### src/rtl/fog_lut_streamer.sv
// Fog LUT streamer: captures one LUT frame from a load stream into local
// RAM and replays it as an AXI-Stream frame toward the fog interpolator.
module fog_lut_streamer #(
    parameter int LUT_ENTRIES = 32,
    parameter int DATA_WIDTH  = 32,
    parameter int FRAME_WORDS = 2 + 2 * LUT_ENTRIES
) (
    input  logic                  aclk,
    input  logic                  resetn,
    input  logic                  s_axis_tvalid,
    output logic                  s_axis_tready,
    input  logic                  s_axis_tlast,
    input  logic [DATA_WIDTH-1:0] s_axis_tdata,
    input  logic                  start,
    output logic                  m_axis_tvalid,
    input  logic                  m_axis_tready,
    output logic                  m_axis_tlast,
    output logic [DATA_WIDTH-1:0] m_axis_tdata,
    output logic                  busy,
    output logic                  done,
    output logic                  lut_valid,
    output logic                  frame_error
);
    localparam int CW = $clog2(FRAME_WORDS + 1);
    localparam logic [CW-1:0] LAST_IDX = CW'(FRAME_WORDS - 1);
    localparam logic [CW-1:0] OVF_IDX  = CW'(FRAME_WORDS);

    localparam logic [1:0] S_IDLE  = 2'd0;
    localparam logic [1:0] S_FETCH = 2'd1;
    localparam logic [1:0] S_SEND  = 2'd2;

    logic [DATA_WIDTH-1:0] mem [FRAME_WORDS];

    logic [1:0]            state_q, state_d;
    logic [CW-1:0]         wr_cnt_q, wr_cnt_d;
    logic [CW-1:0]         rd_cnt_q, rd_cnt_d;
    logic                  lut_valid_q, lut_valid_d;
    logic                  frame_error_q, frame_error_d;
    logic                  tready_q, done_q;
    logic                  o_vld_q, o_vld_d, o_last_q, o_last_d;
    logic                  k_vld_q, k_vld_d, k_last_q, k_last_d;
    logic [DATA_WIDTH-1:0] o_q, o_d, k_q, k_d;
    logic [DATA_WIDTH-1:0] rdata;
    logic                  load_hs, pop, rd_en, rd_last, start_ok;

    assign busy          = (state_q != S_IDLE);
    assign s_axis_tready = tready_q;
    assign load_hs       = s_axis_tvalid && tready_q;
    assign lut_valid     = lut_valid_q;
    assign frame_error   = frame_error_q;
    assign done          = done_q;
    assign m_axis_tvalid = o_vld_q;
    assign m_axis_tdata  = o_q;
    assign m_axis_tlast  = o_vld_q && o_last_q;

    // Words past the frame length park the counter at OVF_IDX until tlast.
    always_comb begin
        wr_cnt_d      = wr_cnt_q;
        lut_valid_d   = lut_valid_q;
        frame_error_d = frame_error_q;
        if (load_hs) begin
            lut_valid_d = 1'b0;
            if (s_axis_tlast) begin
                wr_cnt_d      = '0;
                lut_valid_d   = (wr_cnt_q == LAST_IDX);
                frame_error_d = (wr_cnt_q != LAST_IDX);
            end else if (wr_cnt_q != OVF_IDX) begin
                wr_cnt_d = wr_cnt_q + CW'(1);
            end
        end
    end

    always_ff @(posedge aclk) begin
        if (load_hs && wr_cnt_q != OVF_IDX) begin
            mem[wr_cnt_q] <= s_axis_tdata;
        end
    end

    // A load word that invalidates the table in the same cycle drops start.
    assign start_ok = start && !busy && lut_valid_q && lut_valid_d;
    assign pop      = o_vld_q && m_axis_tready;
    assign rdata    = mem[rd_cnt_q];
    assign rd_last  = (rd_cnt_q == LAST_IDX);

    always_comb begin
        state_d = state_q;
        rd_en   = 1'b0;
        unique case (state_q)
            S_IDLE: begin
                if (start_ok) state_d = S_FETCH;
            end
            S_FETCH: begin
                rd_en   = 1'b1;
                state_d = S_SEND;
            end
            S_SEND: begin
                rd_en = (rd_cnt_q != OVF_IDX) && (!k_vld_q || pop);
                if (pop && o_last_q) state_d = S_IDLE;
            end
            default: state_d = S_IDLE;
        endcase
    end

    always_comb begin
        rd_cnt_d = rd_cnt_q;
        if (start_ok)   rd_cnt_d = '0;
        else if (rd_en) rd_cnt_d = rd_cnt_q + CW'(1);
    end

    // Output slot o drives the bus; skid slot k absorbs a read under stall.
    always_comb begin
        o_vld_d  = o_vld_q;
        o_last_d = o_last_q;
        o_d      = o_q;
        k_vld_d  = k_vld_q;
        k_last_d = k_last_q;
        k_d      = k_q;
        if (pop) begin
            o_vld_d  = k_vld_q;
            o_last_d = k_last_q;
            o_d      = k_q;
            k_vld_d  = 1'b0;
        end
        if (rd_en) begin
            if (pop ? !k_vld_q : !o_vld_q) begin
                o_vld_d  = 1'b1;
                o_last_d = rd_last;
                o_d      = rdata;
            end else begin
                k_vld_d  = 1'b1;
                k_last_d = rd_last;
                k_d      = rdata;
            end
        end
    end

    always_ff @(posedge aclk or negedge resetn) begin
        if (!resetn) begin
            state_q       <= S_IDLE;
            wr_cnt_q      <= '0;
            rd_cnt_q      <= '0;
            lut_valid_q   <= 1'b0;
            frame_error_q <= 1'b0;
            tready_q      <= 1'b0;
            done_q        <= 1'b0;
            o_vld_q       <= 1'b0;
            o_last_q      <= 1'b0;
            o_q           <= '0;
            k_vld_q       <= 1'b0;
            k_last_q      <= 1'b0;
            k_q           <= '0;
        end else begin
            state_q       <= state_d;
            wr_cnt_q      <= wr_cnt_d;
            rd_cnt_q      <= rd_cnt_d;
            lut_valid_q   <= lut_valid_d;
            frame_error_q <= frame_error_d;
            tready_q      <= (state_d == S_IDLE);
            done_q        <= pop && o_last_q;
            o_vld_q       <= o_vld_d;
            o_last_q      <= o_last_d;
            o_q           <= o_d;
            k_vld_q       <= k_vld_d;
            k_last_q      <= k_last_d;
            k_q           <= k_d;
        end
    end

endmodule

### config.mk
export PLATFORM = sky130hd
export DESIGN_NAME = fog_lut_streamer
export DESIGN_NICKNAME = d
export VERILOG_FILES = /design/src/rtl/fog_lut_streamer.sv
export SDC_FILE = /design/constraint.sdc
export NUM_CORES = 2
export LEC_CHECK = 0
export BUFFER_PORTS_ARGS = -buffer_cell sky130_fd_sc_hd__buf_2
export CAP_MARGIN = 20
export CORE_UTILIZATION = 40
export CTS_CLUSTER_DIAMETER = 100
export DETAILED_ROUTE_END_ITERATION = 12
export HOLD_SLACK_MARGIN = 0.02
export PLACE_DENSITY = 0.54
export SKIP_CTS_REPAIR_TIMING = 1
export SYNTH_ARGS = -nofsm -noshare
export SYNTH_HDL_FRONTEND = slang
export SYNTH_SLANG_ARGS = --single-unit
### constraint.sdc
create_clock -name aclk -period 4.7 [get_ports aclk]
set_clock_uncertainty 0.15 [all_clocks]
set_input_delay 0.94 -clock aclk [delete_from_list [all_inputs] [get_ports aclk]]
set_output_delay 0.94 -clock aclk [all_outputs]
set_load 0.01 [all_outputs]
==> reports/qor.yml <==
floorplanning:
  rows: 169
  die_h_microns: 464.1
  die_x_microns: 464.1
  die_area_sq_mm: 0.2154
  ios: 77
  initial_core_util: 0.4027
  core_area_sq_mm: 0.2121
placed_design:
  dp_hpwl_mm: 147.6
  gp_congestion: 0.9015
  io_buffers: 76
  dp_slack_ps: 902.1
grt:
  grt_pass1_vias: 42490
  grt_pass1_wl_mm: 339.7
  grt_usage: 0.2249
  grt_overflow: 0
  grt_max_degree: 87
  antenna_found_initial: 17
finish:
  drive_above_1_share: 0.2243
  nets: 4631
  area_growth_pct: 14.05
  fillers: 17810
  utilization: 0.4593
pwr:
  peakVddDrop_mv: 0.4249
  pwr_density_cell_mw_per_mm2: 574.6
  leakage_uw: 0.03247
timing:
  timing.final.ws_setup_ps: 885.5
  fin_crit_ps: 3814
  rsz0062_at_grt: "false"
  hold_viol: 0
  max_slew_margin: 0.2525
  slew_violations: 0
  clock.fmax_mhz: 262.2
  setup_viol: 0
  tightest_slew_ps: 1121
  tns_ps: 0
  fin_crit_sh: 0.8116
worst_setup_path:
  max_stage_delay_ps: 900
  r2r_cells: 7
  arrival_ps: 4380
  slowest_stage: "dfrtp_4"
  crit_required_ps: 5260
  cp_cell_sequence: "buf_4 -> mux4_2 -> and2_1 -> a31oi_1 -> o2111ai_1 -> nand4_1 -> o21ai_0"
  crit_type: "reg -> reg"
  endpoint_kind: "flop"
  startpoint_type: "flop"
  critPathMaxFanout: 28
route:
  drcViolationCount: 12
  drt_wl_total_mm: 243.6
  wire_per_inst_microns: 32.10
  vias: 43450
  drt_iter0_drc: 5252
  viasPerCell: 5.727
  antenna_violating_nets_post_route: 0
  first_pass_iters: 11
logic_synthesis:
  ys_types: 61
  synthCells: 4293
  synth_area_sq_mm: 0.08541
  ys.warnings.count: 0
  synth_seq_cells: 2200
  ys_seq_area_frac: 0.7683
  synthArstFlopShare: 0.04000
  syn_avg_cell_area_sq_um: 19.89
  synth_edf_count: 2112
  ys.flop_type: "edfxtp_1"
  synth_nets: 4341
clocking:
  htreeDepth: 4
  clk_path_buf_depth: 3
  insertion_delay_ps: 870
  clock-sinks: 2200
  cts_buffers: 221
  clk_pin_slew_worst_paths_ps: 60
  cts_root_buffer: "clkbuf_16"
  cts_tree: "done"
outcome:
  violations: "DRC"
  status: "finished with violations"
job:
  max_cap_viol_count: 0
worst_hold_path:
  hp-class: "in -> async"
## state kept, by name, summed over array words and instances (netlist names)
| signal | flops |
|---|---|
| mem | 2112 |
| k_q | 32 |
| m_axis_tdata | 32 |
| rd_cnt_q | 7 |
| wr_cnt_q | 7 |
| state_q | 2 |
| done | 1 |
| frame_error | 1 |
| k_last_q | 1 |
| k_vld_q | 1 |
| lut_valid | 1 |
| m_axis_tvalid | 1 |
| o_last_q | 1 |
| s_axis_tready | 1 |
## metal layers
metal  wire length, microns  global-route usage
met1                 107500              0.3328
met4                   8231             0.07546
met3                  16960             0.03477
met2                 110900              0.3391
met5                     22                   0
## power by group
group          switching (uW)  total [uW]  internal [uW]
registers                 663       22600          22000
logic                   10400       16700           6260
clock network            7390       16700           9270
## path summary, 6_finish.rpt
check / startpoint / endpoint / slack [ps]
setup / recovery: rd_cnt_q[0] / k_q[5] / 890
hold / removal: resetn / k_q[10] / 30
setup reg to reg: rd_cnt_q[0] / k_q[5] / 890
hold reg to reg: k_q[22] / k_q[22] / 330
max in group asynchronous: resetn / wr_cnt_q[4] / 3380
min in group aclk: s_axis_tlast / wr_cnt_q[2] / 240
## through the flow
stage / std cells / cell area, sq um / hold WS, ps / total power, uW
2_1_floorplan: 4293 / 85410 / 296.0 / 32810
3_3_place_gp: 7177 / 90580 / 307.7 / 39740
3_5_place_dp: 7180 / 90640 / 316.4 / 39750
4_1_cts: 7582 / 97380 / 17.38 / 56310
5_1_grt: 7584 / 97400 / 72.70 / 57690
6_report: 7587 / 97410 / 33.12 / 55970
## logic make-up (layout without fill, tap and decap cells)
| family | after synthesis | count (layout) | synth area share |
|---|---|---|---|
| AOI/OAI and AO/OA | 460 | 460 | 0.03523 |
| xor gates and xnor gates | 6 | 6 | 0.0006153 |
| adders and majority gates | 10 | 10 | 0.001465 |
| buffers and inverters | 254 | 723 | 0.01696 |
| DFF | 2200 | 2200 | 0.7683 |
| muxes | 894 | 894 | 0.1522 |
| other | 0 | 4 | 0 |
| and+or+nand+nor | 469 | 469 | 0.02517 |
## cell usage after synthesis (29+ instances only)
| master | count | area, sq um |
|---|---|---|
| nand2_1 | 177 | 664.4 |
| mux4_2 | 318 | 7162 |
| clkbuf_1 | 74 | 277.8 |
| o21ai_0 | 56 | 280.3 |
| buf_2 | 60 | 300.3 |
| nand3_1 | 73 | 365.4 |
| a21oi_1 | 121 | 605.6 |
| a31oi_1 | 34 | 212.7 |
| a22oi_1 | 160 | 1201 |
| mux2_2 | 58 | 653.1 |
| nor2_1 | 97 | 364.1 |
| edfxtp_1 | 2112 | 63420 |
| o2111ai_1 | 29 | 254.0 |
| and2_1 | 33 | 206.5 |
| buf_4 | 67 | 503.0 |
| dfrtp_1 | 88 | 2202 |
| mux2i_1 | 518 | 5185 |
## layout make-up
| type | count | area (sq um) | area share |
|---|---|---|---|
| multi-input cells | 1839 | 18880 | 0.1938 |
| well taps | 2821 | 3530 | 0.03624 |
| repair buffers | 307 | 2567 | 0.02636 |
| diodes | 4 | 10.01 | 0.0001028 |
| inverters | 14 | 52.55 | 0.0005395 |
| clock inverters | 106 | 798.3 | 0.008195 |
| clock buffers | 296 | 5936 | 0.06094 |
| flip-flops and latches | 2200 | 65640 | 0.6738 |
## critical path, delay by kind of cell (launching register included)
kind | cells | cell delay [ps]
AOI/OAI and AO/OA | 3 | 1030
muxes | 1 | 550
and+or+nand+nor | 2 | 460
DFF | 1 | 900
buffers and inverters | 1 | 530
## placed cells by master (no fill, tap or decap), types with 7 or more instances in the layout
cell	count
nor2_1	27
nand3_1	73
nand2_1	176
mux2_2	58
dfrtp_1	83
clkbuf_1	66
a21oi_1	121
clkinv_1	44
nor2_4	67
o21ai_1	22
clkbuf_16	224
buf_12	36
and2_1	32
mux2i_1	518
a22oi_1	160
a31oi_1	34
o2111ai_1	29
clkinv_2	40
inv_1	13
buf_4	196
inv_6	7
nand4_1	28
o21ai_0	56
mux4_2	318
edfxtp_1	2112
buf_2	75
nor3_1	28
ha_1	10
bufinv_16	8
Power figures use the tool's default switching activity.
